**src/rtl/frame_download_engine.sv**
```systemverilog
// Streams one stored frame from burst-read PSRAM into a 17-bit marker/pixel queue.
// Optional ROW_DECIMATE_EN: output rows are sampled from taller source frames.
module frame_download_engine #(
    parameter int MEMORY_BURST      = 32,
    parameter int FRAME_WIDTH       = 480,
    parameter int FRAME_HEIGHT      = 272,
    parameter int ORIG_FRAME_WIDTH  = 640,
    parameter int ORIG_FRAME_HEIGHT = 480
) (
    input  logic        clk,
    input  logic        reset,
    input  logic        start,
    input  logic [20:0] base_addr,
    input  logic        queue_full,
    output logic [16:0] queue_data_o,
    output logic        wr_en,
    output logic        read_rq,
    input  logic        read_ack,
    output logic [20:0] read_addr,
    output logic        mem_rd_en,
    input  logic [31:0] read_data,
    input  logic        rd_data_valid,
    output logic        download_done
);
    localparam int WORDS      = MEMORY_BURST / 4;
    localparam int CACHE_SIZE = MEMORY_BURST / 2;
    localparam int WADDR_W    = (WORDS > 1) ? $clog2(WORDS) : 1;
    localparam int WCNT_W     = $clog2(WORDS + 1);
    localparam int PIX_W      = $clog2(CACHE_SIZE + 1);
    localparam int COL_W      = $clog2(FRAME_WIDTH + 1);
    localparam int ROW_W      = $clog2(FRAME_HEIGHT + 1);

    localparam logic [WCNT_W-1:0] WORDS_C = WCNT_W'(WORDS);
    localparam logic [PIX_W-1:0]  CACHE_C = PIX_W'(CACHE_SIZE);
    localparam logic [COL_W-1:0]  FW_C    = COL_W'(FRAME_WIDTH);
    localparam logic [ROW_W-1:0]  FH_C    = ROW_W'(FRAME_HEIGHT);
    localparam logic [20:0]       GAP_C   = 21'(ORIG_FRAME_WIDTH - FRAME_WIDTH);

    typedef enum logic [3:0] {
        S_IDLE, S_FRAME_START, S_ROW_START, S_ROW_LOOP, S_REQ,
        S_FILL, S_UPLOAD, S_SKIP, S_DONE
    } state_t;

    state_t              state_reg;
    logic [ROW_W-1:0]    row_reg;
    logic [COL_W-1:0]    col_reg;
    logic [PIX_W-1:0]    pix_reg;
    logic [WCNT_W-1:0]   wcnt_reg;
    logic                phase_reg;

`ifdef ROW_DECIMATE_EN
    localparam int ACC_W = $clog2(ORIG_FRAME_HEIGHT + FRAME_HEIGHT + 1);
    localparam logic [ACC_W-1:0] OH_C    = ACC_W'(ORIG_FRAME_HEIGHT);
    localparam logic [ACC_W-1:0] FHA_C   = ACC_W'(FRAME_HEIGHT);
    localparam logic [20:0]      PITCH_C = 21'(ORIG_FRAME_WIDTH);
    // acc_reg = (row*ORIG_FRAME_HEIGHT) mod FRAME_HEIGHT, kept below FRAME_HEIGHT
    logic [ACC_W-1:0] acc_reg;
`endif

    // Burst cache: 32-bit write side, 16-bit registered read side
    logic [31:0]        cache_mem [WORDS];
    logic               cache_we;
    logic [WADDR_W-1:0] cache_wr_idx;
    logic [PIX_W-1:0]   rd_pix;
    logic [WADDR_W-1:0] cache_rd_idx;
    logic [15:0]        rd_pix_reg;

    assign cache_we     = (state_reg == S_FILL) && rd_data_valid && (wcnt_reg < WORDS_C);
    assign cache_wr_idx = WADDR_W'(wcnt_reg);
    // During the increment cycle prefetch the next pixel so it is ready for the write cycle
    assign rd_pix       = (state_reg != S_UPLOAD) ? '0 :
                          (phase_reg ? pix_reg + 1'b1 : pix_reg);
    assign cache_rd_idx = WADDR_W'(rd_pix >> 1);

    always_ff @(posedge clk) begin
        if (cache_we) begin
            cache_mem[cache_wr_idx] <= read_data;
        end
    end

    always_ff @(posedge clk) begin
        rd_pix_reg <= rd_pix[0] ? cache_mem[cache_rd_idx][31:16] : cache_mem[cache_rd_idx][15:0];
    end

    always_ff @(posedge clk) begin
        if (reset) begin
            state_reg     <= S_IDLE;
            wr_en         <= 1'b0;
            read_rq       <= 1'b0;
            mem_rd_en     <= 1'b0;
            download_done <= 1'b0;
            queue_data_o  <= '0;
            read_addr     <= '0;
            row_reg       <= '0;
            col_reg       <= '0;
            pix_reg       <= '0;
            wcnt_reg      <= '0;
            phase_reg     <= 1'b0;
`ifdef ROW_DECIMATE_EN
            acc_reg       <= '0;
`endif
        end else begin
            wr_en         <= 1'b0;
            mem_rd_en     <= 1'b0;
            download_done <= 1'b0;
            case (state_reg)
                S_IDLE: begin
                    read_addr <= base_addr;
                    if (start) begin
                        row_reg   <= '0;
`ifdef ROW_DECIMATE_EN
                        acc_reg   <= '0;
`endif
                        state_reg <= S_FRAME_START;
                    end
                end
                S_FRAME_START: begin
                    if (!queue_full) begin
                        wr_en        <= 1'b1;
                        queue_data_o <= 17'h10000;
                        state_reg    <= S_ROW_START;
                    end
                end
                S_ROW_START: begin
                    if (!queue_full) begin
                        wr_en <= 1'b1;
                        if (row_reg == FH_C) begin
                            queue_data_o <= 17'h1FFFF;
                            state_reg    <= S_DONE;
                        end else begin
                            queue_data_o <= 17'h10001;
                            col_reg      <= '0;
                            state_reg    <= S_ROW_LOOP;
                        end
                    end
                end
                S_ROW_LOOP: begin
                    if (col_reg < FW_C) begin
                        read_rq   <= 1'b1;
                        state_reg <= S_REQ;
                    end else begin
                        read_addr <= read_addr + GAP_C;
                        row_reg   <= row_reg + 1'b1;
`ifdef ROW_DECIMATE_EN
                        acc_reg   <= acc_reg + OH_C - FHA_C;
                        state_reg <= S_SKIP;
`else
                        state_reg <= S_ROW_START;
`endif
                    end
                end
                S_REQ: begin
                    read_rq <= 1'b1;
                    if (read_ack) begin
                        mem_rd_en <= 1'b1;
                        wcnt_reg  <= '0;
                        state_reg <= S_FILL;
                    end
                end
                S_FILL: begin
                    if (wcnt_reg == WORDS_C) begin
                        read_rq   <= 1'b0;
                        pix_reg   <= '0;
                        phase_reg <= 1'b0;
                        state_reg <= S_UPLOAD;
                    end else if (rd_data_valid) begin
                        wcnt_reg <= wcnt_reg + 1'b1;
                    end
                end
                S_UPLOAD: begin
                    if (phase_reg) begin
                        col_reg   <= col_reg + 1'b1;
                        pix_reg   <= pix_reg + 1'b1;
                        phase_reg <= 1'b0;
                    end else if (!queue_full) begin
                        if ((col_reg < FW_C) && (pix_reg < CACHE_C)) begin
                            wr_en        <= 1'b1;
                            queue_data_o <= {1'b0, rd_pix_reg};
                            phase_reg    <= 1'b1;
                        end else begin
                            read_addr <= read_addr + 21'(pix_reg);
                            state_reg <= S_ROW_LOOP;
                        end
                    end
                end
`ifdef ROW_DECIMATE_EN
                S_SKIP: begin
                    // Each whole FRAME_HEIGHT left in the accumulator is one skipped source row
                    if (acc_reg >= FHA_C) begin
                        acc_reg   <= acc_reg - FHA_C;
                        read_addr <= read_addr + PITCH_C;
                    end else begin
                        state_reg <= S_ROW_START;
                    end
                end
`endif
                S_DONE: begin
                    download_done <= 1'b1;
                    state_reg     <= S_IDLE;
                end
                default: state_reg <= S_IDLE;
            endcase
        end
    end
endmodule

```
**config.mk**
```make
export PLATFORM = sky130hd
export DESIGN_NAME = frame_download_engine
export DESIGN_NICKNAME = d
export VERILOG_FILES = /design/src/rtl/frame_download_engine.sv
export SDC_FILE = /design/constraint.sdc
export NUM_CORES = 1
export LEC_CHECK = 0
export CELL_PAD_IN_SITES_DETAIL_PLACEMENT = 1
export CELL_PAD_IN_SITES_GLOBAL_PLACEMENT = 2
export CORE_MARGIN = 2
export CORE_UTILIZATION = 42
export DETAILED_ROUTE_END_ITERATION = 6
export GPL_TIMING_DRIVEN = 0
export PLACE_DENSITY_LB_ADDON = 0.1
export SLEW_MARGIN = 20
export SYNTH_ARGS = -nofsm -noshare
export SYNTH_HDL_FRONTEND = slang
export SYNTH_SLANG_ARGS = --single-unit
export TNS_END_PERCENT = 30
```
**constraint.sdc**
```tcl
create_clock -name clk -period 4.4 [get_ports clk]
set_input_delay 0.88 -clock clk [delete_from_list [all_inputs] [get_ports clk]]
set_output_delay 0.88 -clock clk [all_outputs]
set_load 0.01 [all_outputs]
```
==> impl_metrics.sql, run 1 <==
INSERT INTO impl_metrics (metric_group, metric, value, unit) VALUES
('synthesis', 'post_synth_instance_area', '14300', 'um2'),
('timing', 'timing_max_transition_violations_final', '0', ''),
('synthesis', 'syn-mean-instance-area', '13.7', 'um2'),
('clocking', 'path_clk_slew', '0.06', 'ns'),
('synthesis', 'synthesis.instances', '1042', ''),
('critical_path', 'rr_endpoint', 'rd_pix_reg[13]', ''),
('synthesis', 'yosysWarningCount', '0', ''),
('timing', 'timing.final.crit_share', '0.725', ''),
('timing', 'timing.final.setup_violations', '0', ''),
('detailed_routing', 'initialDrtViolationCount', '565', ''),
('clocking', 'cts_num_sinks', '346', ''),
('clocking', 'cts_inserted_buffers', '39', ''),
('detailed_routing', 'wl_per_cell', '23.6', 'um'),
('synthesis', 'synth_nets', '1114', ''),
('pwr', 'power.share.combinational', '0.152', ''),
('detailed_routing', 'final_wl', '39600', 'um'),
('final_layout', 'finish.cell_count_without_fillers', '1675', ''),
('detailed_routing', 'dr_total_vias', '9462', ''),
('grt', 'number_of_antenna_violations_at_the_first_check_in_global_routing', '1', ''),
('pwr', 'powerDensity', '473', 'nW/um2'),
('critical_path', 'worstReg2RegStart', 'pix_reg[1]', ''),
('detailed_routing', 'post_drt_via_cell_ratio', '5.65', ''),
('min_path', 'min_from', 'col_reg[1]', ''),
('floorplanning', 'row_count', '67', ''),
('timing', 'max_clock_freq', '314', 'MHz'),
('min_path', 'min_path_cells', '2', ''),
('place', 'dp.cells', '1604', ''),
('final_layout', 'finish.net_count', '1269', ''),
('clocking', 'tritoncts', 'done', ''),
('detailed_routing', 'detail-route-antenna-nets', '0', ''),
('pwr', 'p_seq_frac', '0.461', ''),
('final_layout', 'final_common_cell', 'sky130_fd_sc_hd__edfxtp_1', ''),
('clocking', 'cts-hold-fix-buffers', '0', ''),
('floorplanning', 'floorplan.io_pins', '101', ''),
('critical_path', 'worstSetupStartpointType', 'flip-flop', ''),
('job', 'maxCapViolCount', '0', ''),
('pwr', 'switching_share', '0.266', ''),
('pwr', 'design_power_total', '0.00823', 'W'),
('pwr', 'power_frac_clock', '0.387', ''),
('final_layout', 'largest_register_ff_count', '256', ''),
('detailed_routing', 'drc', '0', ''),
('timing', 'timing.final.hold_violations', '0', ''),
('final_layout', 'antenna_cells', '0', ''),
('outcome', 'outcome', 'finished clean', ''),
('detailed_routing', 'detail_route.first_pass.iterations', '7', ''),
('grt', 'overflow', '0', ''),
('grt', 'grt_use_total', '0.228', ''),
('pwr', 'psw', '0.00219', 'W'),
('final_layout', 'layout-area-overhead-vs-synth', '21.7', '%'),
('place', 'place_ws', '0.823', 'ns'),
('clocking', 'cts-root-buf', 'sky130_fd_sc_hd__clkbuf_16', ''),
('min_path', 'hp-class', 'flip-flop to flip-flop', ''),
('final_layout', 'final_core_util', '0.519', ''),
('critical_path', 'critPathMaxFanout', '10', ''),
('grt', 'grt_max_degree', '21', ''),
('synthesis', 'ys_seq_area_frac', '0.664', ''),
('final_layout', 'largest_registers', 'cache_mem (256), read_addr (21), queue_data_o (17)', ''),
('place', 'placed_area', '16200', 'um2'),
('grt', 'first_global_vias', '10200', ''),
('synthesis', 'ys_async_sr_fraction', '0', ''),
('floorplanning', 'die_w', '188', 'um'),
('synthesis', 'postSynth.topFlopCell', 'sky130_fd_sc_hd__edfxtp_1', ''),
('synthesis', 'synthDistinctLibCells', '79', ''),
('critical_path', 'worst-endpoint-required', '4.77', 'ns'),
('min_path', 'holdPathEnd', 'col_reg[1]', ''),
('synthesis', 'synth_enable_flop_cells', '256', ''),
('timing', 'max_slew_margin', '0.460', ''),
('critical_path', 'timing.reg2reg.setup_slack', '1.21', 'ns'),
('pwr', 'power_leakage', '5.68', 'nW'),
('pwr', 'cell_internal_pwr', '0.00605', 'W'),
('clocking', 'cts.repair.resized', '0', '');
## synth_stat cells, types with 3 or more instances
cell type | instances | share of area
sky130_fd_sc_hd__o21a_1 | 4 | 0.0021
sky130_fd_sc_hd__a21o_1 | 9 | 0.0047
sky130_fd_sc_hd__nor2b_1 | 10 | 0.0044
sky130_fd_sc_hd__a311oi_1 | 4 | 0.0025
sky130_fd_sc_hd__buf_4 | 7 | 0.0037
sky130_fd_sc_hd__nor4_1 | 3 | 0.0013
sky130_fd_sc_hd__a21oi_1 | 58 | 0.020
sky130_fd_sc_hd__o21ai_0 | 14 | 0.0049
sky130_fd_sc_hd__dfxtp_1 | 90 | 0.13
sky130_fd_sc_hd__and3_1 | 5 | 0.0022
sky130_fd_sc_hd__nand4_1 | 10 | 0.0044
sky130_fd_sc_hd__a31oi_1 | 28 | 0.012
sky130_fd_sc_hd__nand2b_1 | 11 | 0.0048
sky130_fd_sc_hd__clkbuf_1 | 29 | 0.0076
sky130_fd_sc_hd__nor2_1 | 94 | 0.025
sky130_fd_sc_hd__o31ai_1 | 17 | 0.0089
sky130_fd_sc_hd__and4_1 | 3 | 0.0018
sky130_fd_sc_hd__a32oi_1 | 3 | 0.0018
sky130_fd_sc_hd__a22oi_1 | 19 | 0.010
sky130_fd_sc_hd__mux4_2 | 42 | 0.066
sky130_fd_sc_hd__edfxtp_1 | 256 | 0.54
sky130_fd_sc_hd__nand4bb_1 | 3 | 0.0024
sky130_fd_sc_hd__a32o_1 | 5 | 0.0035
sky130_fd_sc_hd__nor3_1 | 16 | 0.0056
sky130_fd_sc_hd__o21ai_1 | 6 | 0.0021
sky130_fd_sc_hd__or2_2 | 5 | 0.0022
sky130_fd_sc_hd__ha_1 | 12 | 0.011
sky130_fd_sc_hd__a221oi_1 | 15 | 0.0092
sky130_fd_sc_hd__inv_1 | 13 | 0.0034
sky130_fd_sc_hd__nand2_1 | 82 | 0.022
sky130_fd_sc_hd__a211oi_1 | 29 | 0.015
sky130_fd_sc_hd__buf_2 | 24 | 0.0084
sky130_fd_sc_hd__xnor2_1 | 7 | 0.0043
sky130_fd_sc_hd__nand3_1 | 26 | 0.0091
sky130_fd_sc_hd__and2_1 | 5 | 0.0022
sky130_fd_sc_hd__or3_1 | 8 | 0.0035
sky130_fd_sc_hd__xor2_1 | 15 | 0.0092
sky130_fd_sc_hd__mux2i_1 | 3 | 0.0021
sky130_fd_sc_hd__a22o_1 | 3 | 0.0018
sky130_fd_sc_hd__o2111ai_1 | 3 | 0.0018
## power groups by stage
stage	logic (W)	clock network, W	registers, W
2_1_floorplan	0.000667	0	0.00386
3_3_place_gp	0.00124	0	0.00386
3_5_place_dp	0.00126	0	0.00386
4_1_cts	0.00126	0.00325	0.00380
5_1_grt	0.00139	0.00337	0.00382
6_report	0.00125	0.00318	0.00380
## final cells by class
| class | count | area (um2) | share of cell area |
|---|---|---|---|
| clock buffers | 50 | 1040 | 0.0596 |
| multi-input cells | 620 | 4520 | 0.260 |
| flip-flops and latches | 346 | 9490 | 0.546 |
| clock inverters | 21 | 205 | 0.0118 |
| repair buffers | 114 | 1240 | 0.0711 |
| plain buffers | 63 | 294 | 0.0169 |
| well taps | 448 | 561 | 0.0322 |
| inverters | 13 | 48.8 | 0.00281 |
## worst max-delay path by stage
| stage | slack [ns] | end | from |
|---|---|---|---|
| after global routing | 0.96 | cache_mem[0][31] | state_reg[2] |
| after CTS | 1.19 | rd_pix_reg[13] | pix_reg[1] |
| after detailed placement | 0.82 | cache_mem[0][31] | rd_data_valid |
| final | 1.21 | rd_pix_reg[13] | pix_reg[1] |
| after global placement | -2.41 | cache_mem[0][31] | rd_data_valid |
| after floorplan | 0.56 | cache_mem[1][0] | state_reg[2] |
## routing by layer
metal  track usage  vias up  share of wire  routed length [um]
met5             0        -        0.00028                  11
met4        0.0643        2          0.024                 954
met3        0.0374       66          0.044                1760
met2         0.381      219           0.48               19200
met1         0.310     4796           0.45               17700
li1              -     4379              -                   -
## critical path: stages (launching register included)
cell and delay (ns):
sky130_fd_sc_hd__dfxtp_1 0.49, sky130_fd_sc_hd__ha_1 0.34, sky130_fd_sc_hd__mux2i_1 0.24, sky130_fd_sc_hd__nand2b_1 0.15
sky130_fd_sc_hd__clkbuf_1 0.22, sky130_fd_sc_hd__buf_2 0.43, sky130_fd_sc_hd__mux4_2 0.57, sky130_fd_sc_hd__a22oi_1 0.39
sky130_fd_sc_hd__o31ai_1 0.19
## cells by family (layout without fill, tap and decap cells)
kind of cell	after synthesis	count (layout)	synth area share
flops	346	346	0.664
simple gates	302	302	0.104
compound gates	238	238	0.114
buf+inv	76	261	0.0240
mux	45	45	0.0683
xor+xnor	22	22	0.0135
fa+ha+maj	13	13	0.0119
## per-stage QoR
step                      TNS, ns  hold slack, ns
final                           0           0.486
after global routing            0           0.523
after CTS                       0           0.483
after detailed placement        0           0.478
after global placement    -267.09           0.469
after floorplan                 0           0.453
Power figures use the tool's default switching activity.
==> run 2, diff against run 1 <==
- CORE_UTILIZATION: 42 -> 38
- clock period: 4.4 -> 2.8 ns (I/O delays scaled with it)
==> run 2 against run 1 <==
Utilization down 4.9 points. Total power up 55%. Die area up 10%. Sequential share of layout area down 0.41 points. Global-route usage down 2.1 points. Flip-flop and latch count unchanged. Clock skew down 0.012 ns. Via count down 0.86%. Routed wire length up 1.1%. Setup slack worse by 1.1 ns.
==> impl_metrics.sql, run 2 (synthesis gave the netlist of run 1 again) <==
INSERT INTO impl_metrics (metric_group, metric, value, unit) VALUES
('critical_path', 'cp.arrival', '2.96', 'ns'),
('clocking', 'path_clk_slew', '0.06', 'ns'),
('detailed_routing', 'wl_per_cell', '23.6', 'um'),
('final_layout', 'largest_register_ff_count', '256', ''),
('pwr', 'power.share.combinational', '0.158', ''),
('detailed_routing', 'drc', '0', ''),
('critical_path', 'critPathMaxFanout', '17', ''),
('floorplanning', 'floorplan.io_pins', '101', ''),
('critical_path', 'timing.reg2reg.setup_slack', '0.08', 'ns'),
('floorplanning', 'initial_util', '0.383', ''),
('place', 'place_ws', '-0.476', 'ns'),
('timing', 'hold_slack', '0.484', 'ns'),
('min_path', 'holdPathEnd', 'col_reg[1]', ''),
('critical_path', 'worstReg2RegStart', 'state_reg[2]', ''),
('grt', 'grt_first_pass_wirelength', '60400', 'um'),
('grt', 'overflow', '0', ''),
('pwr', 'cell_internal_pwr', '0.00935', 'W'),
('clocking', 'cts_inserted_buffers', '39', ''),
('detailed_routing', 'final_wl', '40000', 'um'),
('critical_path', 'setup.worst_path.class', 'flip-flop to flip-flop', ''),
('grt', 'number_of_antenna_violations_at_the_first_check_in_global_routing', '0', ''),
('min_path', 'min_from', 'col_reg[1]', ''),
('pwr', 'p_seq_frac', '0.467', ''),
('timing', 'min_cycle_time_layout', '2.72', 'ns'),
('min_path', 'hp-class', 'flip-flop to flip-flop', ''),
('timing', 'timing.final.ws_setup', '0.0836', 'ns'),
('final_layout', 'layout-area-overhead-vs-synth', '22.6', '%'),
('final_layout', 'registers.top_by_ff_count', 'cache_mem', ''),
('final_layout', 'antenna_cells', '0', ''),
('timing', 'max_clock_freq', '368', 'MHz'),
('final_layout', 'finish.net_count', '1269', ''),
('clocking', 'cts-root-buf', 'sky130_fd_sc_hd__clkbuf_16', ''),
('floorplanning', 'die_area', '39200', 'um2'),
('final_layout', 'largest_registers', 'cache_mem (256), read_addr (21), queue_data_o (17)', ''),
('job', 'maxCapViolCount', '0', ''),
('pwr', 'switching_share', '0.266', ''),
('floorplanning', 'core-area', '37300', 'um2'),
('timing', 'max_slew_margin', '0.372', ''),
('detailed_routing', 'detail_route.first_pass.iterations', '4', ''),
('timing', 'timing.final.crit_share', '0.970', ''),
('final_layout', 'final_cell_mix', '256 x sky130_fd_sc_hd__edfxtp_1, 99 x sky130_fd_sc_hd__clkdlybuf4s50_1, 88 x sky130_fd_sc_hd__dfxtp_1, 85 x sky130_fd_sc_hd__nor2_1, 82 x sky130_fd_sc_hd__nand2_1', ''),
('pwr', 'powerDensity', '727', 'nW/um2'),
('timing', 'worst_skew', '0.0122', 'ns'),
('final_layout', 'final_common_cell', 'sky130_fd_sc_hd__edfxtp_1', ''),
('clocking', 'ctsLongestPathBuffers', '3', ''),
('critical_path', 'worst-endpoint-required', '3.05', 'ns'),
('critical_path', 'worstSetupStartpointType', 'flip-flop', ''),
('detailed_routing', 'dr_total_vias', '9381', ''),
('pwr', 'power_leakage', '5.68', 'nW'),
('place', 'portBuffers', '99', ''),
('floorplanning', 'die_w', '198', 'um'),
('outcome', 'outcome', 'finished clean', ''),
('clocking', 'cts-hold-fix-buffers', '0', ''),
('min_path', 'min_path_cells', '2', ''),
('clocking', 'clock_insertion_delay_worst_skew', '0.55', 'ns'),
('timing', 'setup_repair_after_global_routing_missed_its_margin', 'true', ''),
('timing', 'timing.final.setup_violations', '0', ''),
('critical_path', 'rr_endpoint', 'cache_mem[4][27]', ''),
('detailed_routing', 'initialDrtViolationCount', '487', ''),
('pwr', 'psw', '0.00340', 'W'),
('clocking', 'h_tree_depth', '2', ''),
('critical_path', 'ff2ff_path_depth', '7', ''),
('final_layout', 'final_core_util', '0.470', ''),
('detailed_routing', 'post_drt_via_cell_ratio', '5.53', ''),
('floorplanning', 'row_count', '71', ''),
('detailed_routing', 'detail-route-antenna-nets', '0', ''),
('pwr', 'power_frac_clock', '0.375', ''),
('final_layout', 'n_fill_cell', '3780', ''),
('timing', 'worst-slew-pin-transition', '0.934', 'ns'),
('floorplanning', 'dieHeight', '198', 'um'),
('grt', 'grt_use_total', '0.208', ''),
('clocking', 'cts_num_sinks', '346', ''),
('grt', 'grt_max_degree', '20', ''),
('place', 'routabilityCongestion', '0.768', ''),
('final_layout', 'drive_gt1_frac', '0.151', ''),
('timing', 'timing.final.hold_violations', '0', ''),
('place', 'dp.final_hpwl', '27700', 'um'),
('clocking', 'tritoncts', 'done', ''),
('grt', 'first_global_vias', '9696', ''),
('critical_path', 'critical_path.endpoint_type', 'flip-flop', ''),
('pwr', 'max_vdd_drop', '0.506', 'mV'),
('timing', 'timing_max_transition_violations_final', '0', '');
==> run 2: cell types whose count changed in the layout (fill, tap and decap cells not counted), sizes merged <==
| cell | previous run | this run |
|---|---|---|
| buf | 48 | 49 |
| bufinv | 3 | 1 |
| clkbuf | 80 | 83 |
| clkinv | 15 | 10 |
| inv | 16 | 13 |
==> run 2: worst max-delay path by stage <==
stage / endpoint / startpoint / slack [ns]
6_report: cache_mem[4][27] / state_reg[2] / 0.08
5_1_grt: cache_mem[4][27] / state_reg[2] / -0.08
2_1_floorplan: cache_mem[5][0] / state_reg[2] / -0.18
3_3_place_gp: cache_mem[5][17] / rd_data_valid / -2.01
3_5_place_dp: rd_pix_reg[0] / pix_reg[1] / -0.48
4_1_cts: cache_mem[5][27] / state_reg[2] / 0.04
==> run 2: per-stage QoR <==
step	setup TNS, ns	instances	power (W)	area (um2)
finish	0	1695	0.0127	17500
floorplan	-37.39	1042	0.00712	14300
detailed placement	-8.26	1625	0.00807	16200
global placement	-473.72	1615	0.00806	15900
global route	-5.33	1695	0.0133	17500
CTS	0	1688	0.0129	17400
==> run 2: what timing repair did <==
action / in CTS / in global routing
endpoints found under the setup margin: 16 / 172
pin swaps: 0 / 6
cloned: 0 / 0
gates resized for setup: 21 / 13
buffers inserted: 0 / 7
==> run 2: power by group through the flow <==
stage                     Sequential, W  Combinational [W]  Clock (W)
after floorplan                 0.00607            0.00105          0
after global placement          0.00605            0.00200          0
after detailed placement        0.00606            0.00201          0
after CTS                       0.00595            0.00202    0.00492
after global routing            0.00598            0.00223    0.00510
final                           0.00595            0.00201    0.00478
==> run 2: final cells by class <==
type	instances	area [um2]	share of cell area
repair buffers	116	1300	0.0743
inverters	13	48.8	0.00278
well taps	474	593	0.0338
multi-input cells	620	4600	0.262
clock buffers	54	1070	0.0612
clock inverters	11	97.6	0.00557
plain buffers	61	323	0.0184
flip-flops and latches	346	9490	0.541
==> run 2: metal layers <==
| metal | track usage | wire, um | vias to the layer above |
|---|---|---|---|
| met3 | 0.0288 | 1440 | 56 |
| met2 | 0.348 | 19300 | 197 |
| met4 | 0.0574 | 773 | 0 |
| li1 | - | - | 4365 |
| met5 | 0 | 0 | - |
| met1 | 0.283 | 18500 | 4763 |
==> run 2: worst max-delay path: stages (launching register included) <==
cell and delay [ns]:
sky130_fd_sc_hd__dfxtp_1 0.45, sky130_fd_sc_hd__buf_2 0.27, sky130_fd_sc_hd__and4bb_2 0.30, sky130_fd_sc_hd__nand2_1 0.08, sky130_fd_sc_hd__nor2_1 0.16, sky130_fd_sc_hd__nand2_1 0.27
sky130_fd_sc_hd__nor2_4 0.63, sky130_fd_sc_hd__buf_16 0.24
==> run 3, diff against run 2 <==
- RECOVER_POWER: not set -> 100
==> run 3 against run 2 <==
Final area shrank 0.43%. Die area is the same. Worst hold slack is essentially flat. Sequential share of layout area grew 0.23 points. Total power shrank 0.57%. Critical endpoint is now cache_mem[6][3]. Register-to-register slack gained 0.02 ns. Setup slack gained 0.017 ns.
==> impl_metrics.sql, run 3 (synthesis gave the netlist of run 1 again) <==
INSERT INTO impl_metrics (metric_group, metric, value, unit) VALUES
('timing', 'max_slew_margin', '0.372', ''),
('detailed_routing', 'drc', '0', ''),
('timing', 'setup_repair_after_global_routing_missed_its_margin', 'true', ''),
('critical_path', 'rr_endpoint', 'cache_mem[6][3]', ''),
('floorplanning', 'core-area', '37300', 'um2'),
('final_layout', 'registers.top_by_ff_count', 'cache_mem', ''),
('clocking', 'h_tree_depth', '2', ''),
('clocking', 'path_clk_slew', '0.06', 'ns'),
('clocking', 'cts-hold-fix-buffers', '0', ''),
('floorplanning', 'dieHeight', '198', 'um'),
('grt', 'grt_max_degree', '20', ''),
('final_layout', 'drive_gt1_frac', '0.147', ''),
('critical_path', 'path_common_cell', 'sky130_fd_sc_hd__nand2_1', ''),
('place', 'portBuffers', '99', ''),
('timing', 'min_cycle_time_layout', '2.70', 'ns'),
('detailed_routing', 'wl_per_cell', '23.6', 'um'),
('clocking', 'ctsLongestPathBuffers', '3', ''),
('critical_path', 'crit_chain', 'buf_2 > and4bb_2 > nand2_1 > nor2_1 > nand2_1 > nor2_4 > buf_16', ''),
('grt', 'number_of_antenna_violations_at_the_first_check_in_global_routing', '0', ''),
('place', 'dp.final_hpwl', '27700', 'um'),
('job', 'maxCapViolCount', '0', ''),
('final_layout', 'largest_register_ff_count', '256', ''),
('floorplanning', 'die_area', '39200', 'um2'),
('pwr', 'powerDensity', '726', 'nW/um2'),
('min_path', 'hp-class', 'flip-flop to flip-flop', ''),
('grt', 'global_routing_s_busiest_layer', 'met2', ''),
('grt', 'global_route.usage.met1', '0.283', ''),
('critical_path', 'slowest_stage', 'sky130_fd_sc_hd__nor2_4', ''),
('grt', 'grt_use_total', '0.208', ''),
('critical_path', 'worstSetupStartpointType', 'flip-flop', ''),
('final_layout', 'finish.net_count', '1269', ''),
('clocking', 'cts_num_sinks', '346', ''),
('final_layout', 'antenna_cells', '0', ''),
('critical_path', 'setup.worst_path.class', 'flip-flop to flip-flop', ''),
('critical_path', 'critical_path.endpoint_type', 'flip-flop', ''),
('timing', 'worst-slew-pin-transition', '0.935', 'ns'),
('clocking', 'cts-root-buf', 'sky130_fd_sc_hd__clkbuf_16', ''),
('timing', 'timing.final.hold_violations', '0', ''),
('final_layout', 'layout-area-overhead-vs-synth', '22.1', '%'),
('clocking', 'tritoncts', 'done', ''),
('critical_path', 'cp.arrival', '2.95', 'ns'),
('critical_path', 'critPathMaxFanout', '18', ''),
('final_layout', 'final_cell_mix', '256 x sky130_fd_sc_hd__edfxtp_1, 88 x sky130_fd_sc_hd__dfxtp_1, 87 x sky130_fd_sc_hd__nor2_1, 82 x sky130_fd_sc_hd__nand2_1, 75 x sky130_fd_sc_hd__dlygate4sd3_1', ''),
('outcome', 'outcome', 'finished clean', ''),
('detailed_routing', 'initialDrtViolationCount', '497', ''),
('pwr', 'power_leakage', '5.77', 'nW'),
('clocking', 'cts_inserted_buffers', '39', ''),
('place', 'routabilityCongestion', '0.768', ''),
('grt', 'grt_util_met3', '0.0288', ''),
('clocking', 'clock_insertion_delay_worst_skew', '0.55', 'ns'),
('detailed_routing', 'post_drt_via_cell_ratio', '5.52', ''),
('timing', 'timing_max_transition_violations_final', '0', ''),
('final_layout', 'final_common_cell', 'sky130_fd_sc_hd__edfxtp_1', ''),
('timing', 'hold_slack', '0.483', 'ns'),
('detailed_routing', 'dr_total_vias', '9364', ''),
('final_layout', 'sequential_cell_area', '9490', 'um2'),
('detailed_routing', 'detail_route.first_pass.iterations', '4', ''),
('final_layout', 'multi_input_comb_area', '4580', 'um2'),
('critical_path', 'ff2ff_path_depth', '7', ''),
('critical_path', 'worstReg2RegStart', 'state_reg[2]', ''),
('grt', 'first_global_vias', '9696', ''),
('floorplanning', 'floorplan.io_pins', '101', ''),
('grt', 'overflow', '0', ''),
('detailed_routing', 'detail-route-antenna-nets', '0', ''),
('pwr', 'design_power_total', '0.0127', 'W'),
('critical_path', 'worst_path_largest_cell_delay', '0.62', 'ns'),
('timing', 'max_clock_freq', '370', 'MHz'),
('timing', 'timing.final.crit_share', '0.964', ''),
('timing', 'timing.final.setup_violations', '0', ''),
('pwr', 'max_vdd_drop', '0.503', 'mV'),
('floorplanning', 'initial_util', '0.383', ''),
('floorplanning', 'row_count', '71', ''),
('critical_path', 'worstSetupStartpoint', 'state_reg[2]', ''),
('final_layout', 'largest_registers', 'cache_mem (256), read_addr (21), queue_data_o (17)', ''),
('grt', 'grt_use_met2', '0.348', ''),
('grt', 'grt_first_pass_wirelength', '60400', 'um'),
('detailed_routing', 'final_wl', '40000', 'um'),
('critical_path', 'worst_setup_path_endpoint', 'cache_mem[6][3]', ''),
('final_layout', 'n_fill_cell', '3793', ''),
('timing', 'worst_skew', '0.0114', 'ns'),
('critical_path', 'worst-endpoint-required', '3.05', 'ns'),
('floorplanning', 'die_w', '198', 'um'),
('critical_path', 'timing.reg2reg.setup_slack', '0.10', 'ns');
## run 3: worst max-delay path, delay by kind of cell (launching register included)
kind,cells,cell delay (ns)
buffers and inverters,2,0.52
flip-flops,1,0.45
AND/OR/NAND/NOR,5,1.43
## run 3: area by class of cell
| class | instances | share of cell area |
|---|---|---|
| clock inverter | 11 | 0.00559 |
| buffer | 61 | 0.0184 |
| tap | 474 | 0.0340 |
| clock buffer | 54 | 0.0615 |
| multi-input combinational | 620 | 0.262 |
| timing repair buffer | 116 | 0.0716 |
| sequential | 346 | 0.544 |
| inverter | 13 | 0.00280 |
## run 3: metrics by stage
stage / instances / utilization / setup TNS [ns] / area, um2 / setup WS [ns]
5_1_grt: 1695 / 0.468 / -3.95 / 17500 / -0.0819
3_3_place_gp: 1615 / 0.426 / -473.72 / 15900 / -2.01
4_1_cts: 1688 / 0.466 / 0 / 17400 / 0.0355
2_1_floorplan: 1042 / - / -37.39 / 14300 / -0.182
3_5_place_dp: 1625 / 0.433 / -8.26 / 16200 / -0.476
6_report: 1695 / 0.468 / 0 / 17500 / 0.100
## run 3: worst min-delay path by stage
| stage | startpoint | to | slack, ns | cells after the start |
|---|---|---|---|---|
| floorplan | pix_reg[3] | pix_reg[3] | 0.45 | 2 |
| global placement | col_reg[1] | col_reg[1] | 0.47 | 2 |
| detailed placement | col_reg[1] | col_reg[1] | 0.48 | 2 |
| CTS | col_reg[1] | col_reg[1] | 0.49 | 2 |
| global route | col_reg[1] | col_reg[1] | 0.52 | 2 |
| finish | col_reg[1] | col_reg[1] | 0.48 | 2 |
## run 3: repair_timing
item | CTS | global route
resized for setup | 21 | 13
setup endpoints to repair | 16 | 172
gates cloned | 0 | 0
pin swaps | 0 | 6
setup buffers | 0 | 7
## run 3: metal layers
layer,share of wire,up-vias
met4,0.018,0
met3,0.033,55
met1,0.47,4775
li1,-,4361
met2,0.48,173
met5,0,-
## run 3: where the power goes
group / total (W) / internal (W) / switching, W
Sequential: 0.00595 / 0.00571 / 0.000239
Clock: 0.00479 / 0.00276 / 0.00203
Combinational: 0.00194 / 0.000802 / 0.00114
